`config.mk`:
```
export PLATFORM = sky130hd
export DESIGN_NAME = icache_2way_param
export DESIGN_NICKNAME = d
export VERILOG_FILES = /design/src/rtl/icache_2way_param.sv
export SDC_FILE = /design/constraint.sdc
export NUM_CORES = 1
export LEC_CHECK = 0
export ABC_AREA = 1
export CAP_MARGIN = 25
export CELL_PAD_IN_SITES_DETAIL_PLACEMENT = 0
export CELL_PAD_IN_SITES_GLOBAL_PLACEMENT = 2
export CORE_MARGIN = 2
export CORE_UTILIZATION = 35
export DETAILED_ROUTE_END_ITERATION = 8
export PLACE_DENSITY_LB_ADDON = 0.1
export SETUP_SLACK_MARGIN = 0.15
export SYNTH_ARGS = -nofsm -noshare
export SYNTH_HDL_FRONTEND = slang
export SYNTH_SLANG_ARGS = --single-unit
```
`constraint.sdc`:
```
create_clock -name clock -period 14.2 [get_ports clock]
set_clock_uncertainty 0.2 [all_clocks]
set_input_delay 2.84 -clock clock [delete_from_list [all_inputs] [get_ports clock]]
set_output_delay 2.84 -clock clock [all_outputs]
set_load 0.005 [all_outputs]
```
`src/rtl/icache_2way_param.sv`:
```
// Two-way set-associative instruction cache with per-set LRU replacement, whole-block refill and flush.
// Hits return the word combinationally; a miss stalls fetch until the victim way is refilled.
module icache_2way_param #(
  parameter int ADDR_WIDTH      = 10,
  parameter int SETS            = 4,
  parameter int WORDS_PER_BLOCK = 4,
  localparam int OB = $clog2(WORDS_PER_BLOCK),
  localparam int IB = $clog2(SETS),
  localparam int TB = ADDR_WIDTH - 2 - OB - IB
) (
  input  logic                          clock,
  input  logic                          reset,
  input  logic [31:0]                   pc,
  input  logic                          flush,
  output logic [31:0]                   instruction,
  output logic                          busywait,
  output logic                          mem_read,
  output logic [TB+IB-1:0]              mem_address,
  input  logic [32*WORDS_PER_BLOCK-1:0] mem_readdata,
  input  logic                          mem_busywait
);

  typedef enum logic [0:0] {IDLE = 1'b0, MEM_READ = 1'b1} state_t;

  state_t                         state_r;
  state_t                         state_next_s;
  logic [1:0]                     valid_r [SETS];
  logic [SETS-1:0]                lru_r;
  logic [TB-1:0]                  tag_r   [SETS][2];
  logic [32*WORDS_PER_BLOCK-1:0]  data_r  [SETS][2];
  logic [TB+IB-1:0]               miss_addr_r;
  logic                           victim_r;

  logic [OB-1:0]                  offset_s;
  logic [IB-1:0]                  index_s;
  logic [TB-1:0]                  tag_s;
  logic [IB-1:0]                  miss_index_s;
  logic [TB-1:0]                  miss_tag_s;
  logic                           hit0_s;
  logic                           hit1_s;
  logic                           hit_s;
  logic                           victim_s;
  logic [32*WORDS_PER_BLOCK-1:0]  hit_block_s;
  logic [31:0]                    hit_word_s;
  logic [31:0]                    instr_s;
  logic                           busy_s;
  logic                           miss_s;
  logic                           fill_s;
  logic                           lru_upd_s;
  logic                           unused_s;

  assign offset_s     = pc[OB+1:2];
  assign index_s      = pc[OB+IB+1:OB+2];
  assign tag_s        = pc[ADDR_WIDTH-1:OB+IB+2];
  assign miss_index_s = miss_addr_r[IB-1:0];
  assign miss_tag_s   = miss_addr_r[TB+IB-1:IB];
  assign unused_s     = ^{pc[31:ADDR_WIDTH], pc[1:0]};

  assign hit0_s      = valid_r[index_s][0] && (tag_r[index_s][0] == tag_s);
  assign hit1_s      = valid_r[index_s][1] && (tag_r[index_s][1] == tag_s);
  assign hit_s       = hit0_s || hit1_s;
  assign hit_block_s = data_r[index_s][hit1_s];
  assign hit_word_s  = hit_block_s[32*offset_s +: 32];

  // Fill invalid ways first, in way order, before evicting by LRU.
  assign victim_s = !valid_r[index_s][0] ? 1'b0 :
                    (!valid_r[index_s][1] ? 1'b1 : lru_r[index_s]);

  // State register
  always_ff @(posedge clock or posedge reset) begin
    if (reset) state_r <= IDLE;
    else       state_r <= state_next_s;
  end

  // Next-state and control decode
  always_comb begin
    state_next_s = state_r;
    instr_s      = 32'h0000_0000;
    busy_s       = 1'b0;
    miss_s       = 1'b0;
    fill_s       = 1'b0;
    lru_upd_s    = 1'b0;
    case (state_r)
      IDLE: begin
        if (hit_s) begin
          instr_s   = hit_word_s;
          lru_upd_s = 1'b1;
        end else begin
          busy_s       = 1'b1;
          miss_s       = 1'b1;
          state_next_s = MEM_READ;
        end
      end
      MEM_READ: begin
        busy_s = 1'b1;
        if (!mem_busywait) begin
          fill_s       = 1'b1;
          state_next_s = IDLE;
        end else begin
          state_next_s = MEM_READ;
        end
      end
      default: state_next_s = IDLE;
    endcase
  end

  // Reset only holds state for the instant it is asserted; the fetch-side outputs must read zero meanwhile.
  assign instruction = reset ? 32'h0000_0000 : instr_s;
  assign busywait    = busy_s & ~reset;
  assign mem_read    = (state_r == MEM_READ);
  assign mem_address = (state_r == MEM_READ) ? miss_addr_r : {(TB+IB){1'b0}};

  // Miss register: block address and victim way of the outstanding refill
  always_ff @(posedge clock or posedge reset) begin
    if (reset) begin
      miss_addr_r <= {(TB+IB){1'b0}};
      victim_r    <= 1'b0;
    end else if (miss_s) begin
      miss_addr_r <= {tag_s, index_s};
      victim_r    <= victim_s;
    end
  end

  // Valid and LRU bits; flush is applied last so it overrides a coincident refill
  always_ff @(posedge clock or posedge reset) begin
    if (reset) begin
      for (int s = 0; s < SETS; s++) valid_r[s] <= 2'b00;
      lru_r <= {SETS{1'b0}};
    end else begin
      if (fill_s) begin
        valid_r[miss_index_s][victim_r] <= 1'b1;
        lru_r[miss_index_s]             <= ~victim_r;
      end
      if (lru_upd_s) lru_r[index_s] <= ~hit1_s;
      if (flush) begin
        for (int s = 0; s < SETS; s++) valid_r[s] <= 2'b00;
        lru_r <= {SETS{1'b0}};
      end
    end
  end

  // Tag and data arrays, qualified by the valid bits
  always_ff @(posedge clock) begin
    if (fill_s) begin
      tag_r[miss_index_s][victim_r]  <= miss_tag_s;
      data_r[miss_index_s][victim_r] <= mem_readdata;
    end
  end

endmodule

```
==> qor.yml <==
area_delta_synth_final_pct: 17.4
stdcell_area_um2: 47900
initial_utilization: 0.352
tightestPinTransition_ns: 1.09
status: "finished, final reports clean"
crit_path_end_kind: "output pin"
drtIter0Drc: 2188
ctsHoldBuffers: 0
grt_max_degree: 149
gr-usage-all-layers: 0.209
first_pass_iters: 5
cp_max_fo: 69
cts_sinks: 1076
hp-start: "valid_r[4]"
syn_area_per_cell_um2: 14.7
htree_levels: 3
synthSimpleGateAreaFrac: 0.0932
final_net_count: 3119
final_hold_viol_count: 0
clk_pin_slew_ns: 0.05
synth.distinct_cells: 29
root_buffer: "clkbuf_16"
power.ir.vdd_worst_mv: 0.105
totalNegativeSetupSlack_ns: 0
postCtsSetupRepairBufs: 0
whs_path_depth: 1
syn-cell-area_um2: 40800
gp_congestion: 0.748
relSlewSlack: 0.276
cts_resized: 0
register_area_um2: 32200
viasPerCell: 5.32
coreArea_um2: 116000
dp_hpwl_mm: 67.2
synthXorXnorAreaFrac: 0
start_kind: "input pin"
syn_nets: 2948
muxShareOfSynthArea: 0
grt_setup_unrepaired: "no"
timing.rr.end: "data_r[3][81]"
gr-usage-met1: 0.284
clk_latency_ns: 0.71
hold_end: "valid_r[4]"
globalRouteMet3Util: 0.0414
grt_pass1_vias: 24500
crit_arrival_ns: 7.99
die_h_um: 345
place_area_um2: 44300
drc: 0
vias: 24400
worstReg2RegStart: "mem_read"
cap_violations: 0
antenna_found_initial: 26
yosys_register_bits: 1076
period_minus_slack_ns: 11.03
cts_buffers: 119
fin_util: 0.413
dieArea_um2: 119000
synth_top_family_by_area: "compound AO/OA/AOI/OAI gates"
leakagePower_nw: 15.4
fp-row-count: 125
p_total_mw: 7.48
drive_above_1_share: 0.0754
port_buffers: 179
antenna_left: 0
grt-ovfl-total: 0
grt.busiest_layer: "met2"
synth_cells: 2784
worstPathRequired_ns: 11.16
r2r_cells: 8
fmax_mhz: 90.7
critical_path_class: "input pin to output pin"
synthAdderAreaFrac: 0
cts_max_path_buffers: 3
yosysSeqAreaShare: 0.789
slew_violations: 0
r2r_setup_slack_ns: 10.03
pin_count: 204
die_w_um: 345
multi_input_area_um2: 7810
grt_pass1_wl_mm: 180
whs_ns: 0.290
wl_per_cell_um: 27.6
yosysWarnings: 0
synth-compound-area-share: 0.0955
finalCritPeriodShare: 0.777
p_per_area_nw_per_um2: 156
met2_usage: 0.337
setup_violations: 0
n_fill_cell: 10600
cts_tree: "built"
hp-class: "flop to flop"
wl_mm: 126
[placed cells by master, fill, tap and decap left out, types with 42 or more instances in the layout]
master / n
nand3_1: 239
clkbuf_16: 119
clkdlybuf4s50_1: 177
o221ai_1: 96
o22a_1: 96
nor2_1: 376
o21ai_0: 104
o22ai_1: 228
edfxtp_1: 1056
buf_4: 42
nand2_1: 284
[cell usage after synthesis (all sizes together)]
library cell | number | area (um2)
a21oi | 8 | 40.0
clkinv | 1 | 3.75
o21a | 2 | 15.0
o21ai | 136 | 681
nand3 | 239 | 1200
buf | 70 | 357
clkbuf | 108 | 405
nand4 | 2 | 12.5
inv | 34 | 128
nor3 | 3 | 15.0
dfrtp | 20 | 500
o31ai | 4 | 30.0
nor4 | 1 | 6.26
nor2 | 389 | 1480
o221ai | 96 | 841
o22a | 96 | 841
o22ai | 228 | 1430
a22oi | 2 | 15.0
edfxtp | 1056 | 31700
nand2 | 288 | 1090
o2111ai | 1 | 8.76
[state kept, by name, indices dropped and copies added (netlist names)]
name	cells
data_r	1024
miss_addr_r	6
tag_r	32
valid_r	8
victim_r	1
mem_read	1
lru_r	4
[power breakdown]
| part | total, mW | leakage (nW) | switching, mW | internal [mW] |
|---|---|---|---|---|
| sequential | 3.91 | 9.81 | 0.0853 | 3.83 |
| combinational | 0.736 | 3.85 | 0.543 | 0.193 |
| clock | 2.83 | 1.75 | 1.22 | 1.61 |
| total | 7.48 | 15.4 | 1.85 | 5.63 |
[worst max-delay path by stage]
stage | cells past startpoint | end | startpoint
after detailed placement | 16 | instruction[10] | pc[5]
after global routing | 16 | instruction[6] | pc[5]
after CTS | 16 | instruction[10] | pc[5]
final | 16 | instruction[10] | pc[5]
after floorplan | 5 | data_r[0][0] | mem_busywait
after global placement | 16 | instruction[10] | pc[5]
[cell families (layout without fill, tap and decap cells)]
kind of cell	Yosys count	after routing
other cells	0	10
simple gates	922	922
compound gates	573	573
buf+inv	213	481
flops	1076	1076
[per-layer routing]
metal / routed length (um) / part of all wire
met2: 59900 / 0.47
met5: 190 / 0.0015
met1: 55500 / 0.44
met4: 3680 / 0.029
met3: 7140 / 0.056
[critical path: stages]
cell and delay [ns]:
clkdlybuf4s50_1 0.92, inv_2 0.27, nand2_8 0.48, inv_2 0.18
nand2_1 0.10, nand4_1 0.17, nand2_1 0.16, nor2_4 0.09
nand2_8 0.30, buf_4 0.73, o21ai_1 0.16, nand2_1 0.11
nor2_1 0.05, nor2_1 0.55, nor2_1 0.16, clkdlybuf4s50_1 0.49
[metrics by stage]
stage	cells	setup WS, ns
3_5_place_dp	4358	3.16
2_1_floorplan	2784	4.69
4_1_cts	4576	3.16
5_1_grt	4580	2.82
3_3_place_gp	4356	3.15
6_report	4586	3.17
[cell type report]
type	count	area share
multi-input cells	1495	0.163
flip-flops and latches	1076	0.673
clock buffers	155	0.0650
clock inverters	63	0.00927
well taps	1524	0.0398
repair buffers	228	0.0467
diodes	10	0.000523
inverters	35	0.00306
Power figures use the tool's default switching activity.
